<file path="src/rtl/pc_fetch_if.sv">
// IF-stage program counter with redirect/stall handling and a BOOT/RUN/HALT fetch sequencer.
// Define PC_FETCH_BTB_EN to build the direct-mapped branch target buffer for next-PC prediction.
module pc_fetch_if #(
  parameter logic [31:0] RESET_PC    = 32'h0000_0000,
  parameter int          BTB_ENTRIES = 16,
  parameter int          BTB_IDX_W   = 4
) (
  input  logic        clk,
  input  logic        rst,
  input  logic        bubbleF,
  input  logic        br_en,
  input  logic [31:0] br_target,
  input  logic        jmp_en,
  input  logic [31:0] jmp_target,
  input  logic        halt_req,
  input  logic        btb_upd_en,
  input  logic [31:0] btb_upd_pc,
  input  logic [31:0] btb_upd_target,
  input  logic        btb_upd_taken,
  output logic [31:0] PC_IF,
  output logic [29:0] fetch_addr,
  output logic        fetch_valid,
  output logic        halted,
  output logic        pred_taken_IF
);

  localparam logic [31:0] WORD_MASK = 32'hFFFF_FFFC;

  typedef enum logic [1:0] {
    ST_BOOT = 2'd0,
    ST_RUN  = 2'd1,
    ST_HALT = 2'd2
  } state_e;

  state_e      state_q, state_d;
  logic [31:0] pc_q, pc_d;
  logic        fetch_valid_q, halted_q;
  logic        pred_hit_s;
  logic [31:0] pred_tgt_s;

`ifdef PC_FETCH_BTB_EN
  localparam int TAG_W = 32 - BTB_IDX_W - 2;

  logic [BTB_ENTRIES-1:0] btb_valid_q;
  logic [TAG_W-1:0]       btb_tag_q [BTB_ENTRIES];
  logic [31:0]            btb_tgt_q [BTB_ENTRIES];
  logic [1:0]             btb_ctr_q [BTB_ENTRIES];
  logic [BTB_IDX_W-1:0]   lk_idx_s, up_idx_s;
  logic [TAG_W-1:0]       lk_tag_s, up_tag_s;
  logic                   up_match_s;
  logic                   unused_s;

  assign lk_idx_s   = pc_q[BTB_IDX_W+1:2];
  assign lk_tag_s   = pc_q[31:BTB_IDX_W+2];
  assign up_idx_s   = btb_upd_pc[BTB_IDX_W+1:2];
  assign up_tag_s   = btb_upd_pc[31:BTB_IDX_W+2];
  assign up_match_s = btb_valid_q[up_idx_s] && (btb_tag_q[up_idx_s] == up_tag_s);
  assign pred_hit_s = btb_valid_q[lk_idx_s] && (btb_tag_q[lk_idx_s] == lk_tag_s)
                      && btb_ctr_q[lk_idx_s][1];
  assign pred_tgt_s = btb_tgt_q[lk_idx_s];
  assign unused_s   = ^{btb_upd_pc[1:0]};

  // Table update: train a matching entry, or allocate only on a taken outcome.
  always_ff @(posedge clk or posedge rst) begin
    if (rst) begin
      btb_valid_q <= '0;
      for (int i = 0; i < BTB_ENTRIES; i++) begin
        btb_tag_q[i] <= '0;
        btb_tgt_q[i] <= 32'h0000_0000;
        btb_ctr_q[i] <= 2'b00;
      end
    end else if (btb_upd_en) begin
      if (up_match_s) begin
        if (btb_upd_taken) begin
          btb_tgt_q[up_idx_s] <= btb_upd_target & WORD_MASK;
          if (btb_ctr_q[up_idx_s] != 2'b11) btb_ctr_q[up_idx_s] <= btb_ctr_q[up_idx_s] + 2'b01;
        end else if (btb_ctr_q[up_idx_s] != 2'b00) begin
          btb_ctr_q[up_idx_s] <= btb_ctr_q[up_idx_s] - 2'b01;
        end
      end else if (btb_upd_taken) begin
        btb_valid_q[up_idx_s] <= 1'b1;
        btb_tag_q[up_idx_s]   <= up_tag_s;
        btb_tgt_q[up_idx_s]   <= btb_upd_target & WORD_MASK;
        btb_ctr_q[up_idx_s]   <= 2'b10;
      end
    end
  end
`else
  logic unused_s;

  assign pred_hit_s = 1'b0;
  assign pred_tgt_s = 32'h0000_0000;
  assign unused_s   = ^{btb_upd_en, btb_upd_pc, btb_upd_target, btb_upd_taken};
`endif

  // Next-PC select and sequencer transitions; redirects win even over a stall.
  always_comb begin
    state_d = state_q;
    pc_d    = pc_q;
    if (br_en) begin
      pc_d = br_target & WORD_MASK;
    end else if (jmp_en) begin
      pc_d = jmp_target & WORD_MASK;
    end else if (state_q == ST_RUN) begin
      if (bubbleF)         pc_d = pc_q;
      else if (pred_hit_s) pc_d = pred_tgt_s;
      else                 pc_d = pc_q + 32'd4;
    end else begin
      pc_d = pc_q;
    end

    case (state_q)
      ST_BOOT: state_d = halt_req ? ST_HALT : ST_RUN;
      ST_RUN:  state_d = (halt_req && !br_en && !jmp_en) ? ST_HALT : ST_RUN;
      ST_HALT: state_d = halt_req ? ST_HALT : ST_RUN;
      default: state_d = ST_BOOT;
    endcase
  end

  // State, PC and status flags; flags track the state being entered.
  always_ff @(posedge clk or posedge rst) begin
    if (rst) begin
      state_q       <= ST_BOOT;
      pc_q          <= RESET_PC;
      fetch_valid_q <= 1'b0;
      halted_q      <= 1'b0;
    end else begin
      state_q       <= state_d;
      pc_q          <= pc_d;
      fetch_valid_q <= (state_d == ST_RUN);
      halted_q      <= (state_d == ST_HALT);
    end
  end

  assign PC_IF         = pc_q;
  assign fetch_addr    = pc_q[31:2];
  assign fetch_valid   = fetch_valid_q;
  assign halted        = halted_q;
  assign pred_taken_IF = pred_hit_s;

endmodule

</file>
<file path="config.mk">
export PLATFORM = sky130hd
export DESIGN_NAME = pc_fetch_if
export DESIGN_NICKNAME = d
export VERILOG_FILES = /design/src/rtl/pc_fetch_if.sv
export SDC_FILE = /design/constraint.sdc
export NUM_CORES = 1
export LEC_CHECK = 0
export CORE_ASPECT_RATIO = 2
export CORE_MARGIN = 4
export CORE_UTILIZATION = 34
export DETAILED_ROUTE_END_ITERATION = 10
export GPL_TIMING_DRIVEN = 0
export PLACE_DENSITY = 0.87
export REMOVE_ABC_BUFFERS = 1
export SETUP_SLACK_MARGIN = 0.05
export SYNTH_ARGS = -nofsm -noshare
export SYNTH_HDL_FRONTEND = slang
export SYNTH_SLANG_ARGS = --single-unit
export TNS_END_PERCENT = 10
</file>
<file path="constraint.sdc">
create_clock -name clk -period 2.6 [get_ports clk]
set_clock_uncertainty 0.05 [all_clocks]
set_input_delay 0.65 -clock clk [delete_from_list [all_inputs] [get_ports clk]]
set_output_delay 0.65 -clock clk [all_outputs]
set_load 0.03 [all_outputs]
</file>
### Word level (Yosys, flattened, before mapping)

Cells that the tools add are included.
Widths: inputs -> output; s select.

* register bits: 36
* input bits: 136
* output and inout port bits: 65
* logic and storage cells: 25

* $add $sub $neg: 1
* equal/unequal tests: 5
* multiplexer cells: 7
* reduce and logical (&&, ||, !) cells: 8

Operators by type and width (number)
* $mux 32: 4
* $add 32x3->32 const B: 1
* $eq 2x1->1 const B: 2
* $eq 2x2->1 const B: 2
* $mux 2: 2
* $pmux 2 s2: 1
* $ne 3x1->1 const B: 1
* $reduce_bool 3->1: 1
* $logic_and 1x1->1: 2
* $logic_not 1->1: 2
* $logic_not 2->1: 1
* $reduce_and 2->1: 1
* $reduce_or 2->1: 1

### Longest topological paths before layout

Gate-level depths: netlist of the first run.

* word-level depth: 6
* mapped depth: 7
* gate-level depth less buffers: 6

### Least setup slack after synthesis of the first run

OpenSTA, ideal clock, no wires.

* path type: reg-to-reg
* from: register pc_q[2], in the netlist PC_IF[2]
* to: register pc_q[22], in the netlist PC_IF[22]
* library setup time: 126 ps
* data arrival time: 2023 ps
* data required time: 2424 ps
* setup slack: 401 ps
* cell stages (with the launch flop): 7
* buffers on the path: 0
* clock period less this slack: 2199 ps
* cells stage by stage: dfrtp_1 -> ha_1 -> nand4_1 -> nor4_4 -> nand4_1 -> mux2i_1 -> a221o_1

* word-level cells in the longest chain between the ends: 5

RTL lines
* from (decl): RTL line 36 `logic [31:0] pc_q, pc_d;`
* from (signal assigned): RTL line 129 `pc_q <= pc_d;`
* $add 32x3->32: RTL line 107 `else pc_d = pc_q + 32'd4;`
* $mux 32: RTL line 105 `if (bubbleF) pc_d = pc_q;`
* $mux 32: RTL line 104 `end else if (state_q == ST_RUN) begin`
* $mux 32: RTL line 102 `end else if (jmp_en) begin`
* $mux 32: RTL line 100 `if (br_en) begin`

No other way between the ends. The select of a mux whose other input is x is not followed.
A chain may end at the register's enable or synchronous reset.

### Worst setup path after layout of the first run

* from: input bubbleF
* to: register pc_q[19], in the netlist PC_IF[19]

* word-level cells in the longest chain between the ends: 2

RTL lines
* from (decl): RTL line 10 `input logic bubbleF,`
* $ne 3x1->1 (no line)
* $reduce_and 2->1 (no line)

No other way between the ends.

==> metrics, run 1 <==
Die H 131 um; routed length per instance 19.4 um; most frequent cells in the layout 125 x clkdlybuf4s50_1, 34 x dfrtp_1, 24 x nand3_1; Congestion Overflow GR 0; Hold/Removal Path Class flop to flop; clk slew on worst S/H paths 0.05 ns; Pre-antenna DRT Iters 4; Pins Over Slew Limit 0; Rel. slew slack 0.532; CP required 2.74 ns; actual slew at the worst max-slew pin 0.702 ns; ANT nets after route 0; Setup CP Type input port to flop; initial antenna violation count 0; Crit. Startpoint bubbleF; fill count 648; htree depth 2; IR drop worst, VDD 508 uV; CTS tree yes; R2R setup slack 0.20 ns; Initial Util 0.350; row count 44; fin worst setup slack 0.103 ns; EDFF count, synth 0; final WL 9370 um; syn avg cell area 8.51 um^2; worst r2r path cells 6; clock latency at the later pin of the worst-skew pair 0.28 ns; status finished, final reports clean; Max-Cap Viols 0; largest net degree at the start of global routing 37; Yosys warning count 0; R2R Path Start PC_IF[3]; Post-synth ARST share 1.00; synth unique cells 49; routability cong. 0.888; Top Ports 201; setup TNS 0 ns; clk sinks 34; Flop pwr share 0.340; Post-Syn Area 2560 um^2; internal power 1.30 mW; clock share of power 0.274; CTS Root Cell clkbuf_16; DR vias 2,765; Syn Inst Count 301; RR Endpoint PC_IF[22]; fin crit share 0.961; Yosys reg bits 34; Cell Pwr Density 545 nW/um^2; Setup WS pre-CTS -1.69 ns; static leakage 1.45 nW; fin crit period 2.50 ns; CP max FO 13; Clock Path Buffers 2; synth-to-layout area growth 48.3%; All-Layer GR Usage 0.204; switch share 0.372; combinational power share 0.386; CORE AREA 7320 um^2; CTS Buf Count 5; die area 9070 um^2; Max Fclk 400 MHz; PortBufs 127; Post-synth top flop dfrtp_1; drt via density 5.71; Psw 0.770 mW; final setup violation count 0; ratio of cells with drive above 1 in the final layout 0.0587; first-pass GRT wire length 14,700 um; DRC 0; post-DP HPWL 6940 um; Seq/Total Area, Yosys 0.332; ant diodes 0; worst setup path end PC_IF[19]; startpoint types input port; Worst setup EP type flop; final hold vios 0; Initial DRC Count 95; WP data arrival 2.64 ns; vias in the first global route 2,986; commonest non-fill, non-tap cell in the layout clkdlybuf4s50_1; RSZ-0062 raised after global routing true; nets 529; Die X 69.4 um
cell families after synthesis:
| logic type | after synthesis | synth area share |
|---|---|---|
| xor+xnor | 15 | 0.0513 |
| fa+ha+maj | 1 | 0.00488 |
| buf+inv | 51 | 0.141 |
| flops | 34 | 0.332 |
| mux | 5 | 0.0195 |
| simple gates | 119 | 0.265 |
| compound gates | 75 | 0.185 |
| other cells | 1 | 0.00146 |
area by class of cell:
class | instances | area (um^2) | share of cell area
inverter | 3 | 12.5 | 0.00329
sequential | 34 | 851 | 0.224
multi-input combinational | 218 | 1370 | 0.361
tap | 92 | 115 | 0.0303
clock buffer | 7 | 133 | 0.0349
timing repair buffer | 130 | 1320 | 0.347
critical path: stages:
cell	delay, ns
clkdlybuf4s50_1	0.45
or3b_1	0.51
nand2_1	0.45
and2_4	0.28
a31oi_1	0.10
a311oi_2	0.19
power by group through the flow:
stage	clock network [mW]	logic, mW	registers, mW
after floorplan	0	0.180	0.900
after global placement	0	0.773	0.704
after detailed placement	0	0.795	0.710
after CTS	0.572	0.802	0.702
after global routing	0.587	0.842	0.716
final	0.568	0.798	0.703
synthesized netlist by cell type (2+ instances only):
library cell / number / area [um^2]
nor2_1: 17 / 63.8
a221o_1: 2 / 20.0
xnor2_1: 5 / 43.8
xor2_1: 10 / 87.6
dfrtp_1: 34 / 851
o221ai_1: 2 / 17.5
clkbuf_1: 6 / 22.5
nand3_1: 24 / 120
a22oi_1: 12 / 90.1
o21ai_0: 16 / 80.1
nor4_1: 5 / 31.3
clkbuf_8: 4 / 55.1
buf_4: 33 / 248
o31ai_1: 2 / 15.0
a21oi_1: 22 / 110
and4_1: 2 / 17.5
mux2i_1: 5 / 50.1
o22ai_1: 8 / 50.1
or3_1: 2 / 12.5
or2_2: 2 / 12.5
a31oi_1: 3 / 18.8
nand4_1: 16 / 100
and2_1: 5 / 31.3
nor4_4: 2 / 42.5
nand2_1: 22 / 82.6
buf_2: 4 / 20.0
and3_1: 7 / 43.8
nand3b_1: 2 / 15.0
nor3_1: 6 / 30.0
inv_1: 2 / 7.51
state kept, by name, summed over array words and instances, names as in the netlist:
name         cells
fetch_valid      1
state_q          2
PC_IF           30
halted           1
layer usage:
layer,wire length [um],up-vias,track usage
li1,-,1260,-
met1,3370,1317,0.212
met2,5010,166,0.386
met3,706,22,0.0429
met4,278,0,0.0990
met5,0,-,0
metrics by stage:
step                power [mW]  area (um^2)  instances   util  hold WS, ns
floorplan                 1.08         2220        255      -        0.447
global placement          1.48         3600        474  0.492        0.465
detailed placement        1.50         3650        476  0.498        0.502
CTS                       2.08         3800        484  0.518        0.508
global route              2.15         3800        484  0.519        0.544
finish                    2.07         3800        484  0.519        0.510
how the worst min path moves through the flow:
stage                           from     endpoint  slack (ns)  cells past startpoint
final                     state_q[0]   state_q[0]        0.51                      1
after global routing      state_q[1]   state_q[0]        0.54                      1
after CTS                 state_q[0]   state_q[0]        0.51                      1
after detailed placement  state_q[1]   state_q[0]        0.50                      1
after global placement    state_q[1]   state_q[0]        0.46                      1
after floorplan           state_q[1]  fetch_valid        0.45                      1
repair_timing:
| item | CTS | global route |
|---|---|---|
| endpoints found under the setup margin | 32 | 4 |
| pin swaps | 1 | 0 |
| resized for setup | 12 | 1 |
| hold buffers | 0 | 0 |
| buffers inserted | 1 | 0 |
No activity file was read; power rests on OpenSTA's default activity.
==> run 2, diff against run 1 <==
Settings changed: CORE_UTILIZATION 34 to 31, PLACE_DENSITY 0.87 to 0.84.
Clock period 2.6 ns to 2.1 ns, I/O delays scaled along.
==> metrics, run 2 (synthesis results as in run 1) <==
status finished, final reports clean; Initial Util 0.320; Crit path largest cell delay 0.71 ns; Setup CP Type flop to output port; PortBufs 127; htree depth 2; Buf+Inv Stages, Crit Path 1; Congestion Overflow GR 0; Total Power 2.59 mW; # placed instances 480; worst setup path end PC_IF[2]; actual slew at the worst max-slew pin 0.807 ns; nets 534; routed length per instance 18.7 um; initial antenna violation count 0; first-pass GRT wire length 14,600 um; Initial DRC Count 151; final WL 9230 um; clk sinks 34; clk slew on worst S/H paths 0.06 ns; Max Fclk 490 MHz; Hold/Removal Path Class flop to flop; drt via density 5.57; RR Endpoint PC_IF[17]; hold_sp state_q[0]; synth-to-layout area growth 52.6%; IR drop worst, VDD 463 uV; final hold vios 0; Max-Cap Viols 0; R2R Path Start PC_IF[11]; CP max FO 7; fin crit share 0.971; Critical Path Stages 1; Die X 72.3 um; ant diodes 0; largest net degree at the start of global routing 37; Non-Filler Instances 494; Pre-antenna DRT Iters 4; R2R setup slack 0.14 ns; final setup violation count 0; CORE AREA 8000 um^2; CTS Buf Count 5; Pins Over Slew Limit 0; ratio of cells with drive above 1 in the final layout 0.106; row count 46; fill count 748; Core Util, Final 0.488; DR vias 2,754; vias in the first global route 2,858; CP top delay family buffers and inverters; startpoint types flop; CP required 1.52 ns; Top Ports 201; post-DP HPWL 6840 um; RSZ-0062 raised after global routing true; Worst path slowest cell clkdlybuf4s50_1; CTS Root Cell clkbuf_16; tightest hold margin 0.522 ns; worst r2r path cells 5; static leakage 1.68 nW; Crit. Startpoint PC_IF[2]; All-Layer GR Usage 0.191; setup TNS 0 ns; Rel. slew slack 0.462; die area 9870 um^2; WP data arrival 1.46 ns; Largest register FFs 30; Cell Pwr Density 663 nW/um^2; Clock Path Buffers 2; fin crit period 2.04 ns; ANT nets after route 0; DRC 0; CP Cell Sequence clkdlybuf4s50_1; routability cong. 0.811; Worst setup EP type output port; CTS tree yes; commonest non-fill, non-tap cell in the layout clkdlybuf4s50_1; clock latency at the later pin of the worst-skew pair 0.29 ns; most frequent cells in the layout 82 x clkdlybuf4s50_1, 32 x dfrtp_1, 28 x dlygate4sd2_1; Die H 137 um
## run 2: per-layer routing
| metal | GRT usage | share of wire | vias to the layer above |
|---|---|---|---|
| met5 | 0 | 0 | - |
| met2 | 0.338 | 0.53 | 145 |
| li1 | - | - | 1272 |
| met1 | 0.214 | 0.37 | 1325 |
| met4 | 0.0837 | 0.018 | 0 |
| met3 | 0.0449 | 0.080 | 12 |
## run 2: worst min path at each step
stage                  endpoint  slack, ns  cells past startpoint
finish              fetch_valid       0.52                      1
global route         state_q[0]       0.54                      1
CTS                  state_q[0]       0.51                      1
detailed placement   state_q[0]       0.50                      1
global placement     state_q[0]       0.47                      1
floorplan           fetch_valid       0.45                      1
## run 2: layout make-up
class | count | area (um^2) | area share
inverter | 3 | 12.5 | 0.00320
multi-input combinational | 218 | 1420 | 0.363
timing repair buffer | 135 | 1350 | 0.346
clock buffer | 6 | 139 | 0.0355
tap | 96 | 120 | 0.0307
sequential | 34 | 853 | 0.218
clock inverter | 2 | 12.5 | 0.00320
## run 2: power breakdown
group / internal (mW) / switching (mW) / total (mW)
clock: 0.470 / 0.300 / 0.770
sequential: 0.730 / 0.142 / 0.873
combinational: 0.407 / 0.542 / 0.948
## run 2: what timing repair did
action	4_1_cts	5_1_grt
resized for setup	52	20
buffers inserted	4	2
hold buffers	0	0
pin swaps	5	1
setup endpoints to repair	66	26
## run 2: per-stage QoR
step | setup WS (ns) | cell area (um^2)
after floorplan | -0.339 | 2220
after global placement | -2.09 | 3610
after detailed placement | -2.08 | 3650
after CTS | 0.0509 | 3830
after global routing | 0.0304 | 3910
final | 0.0600 | 3910
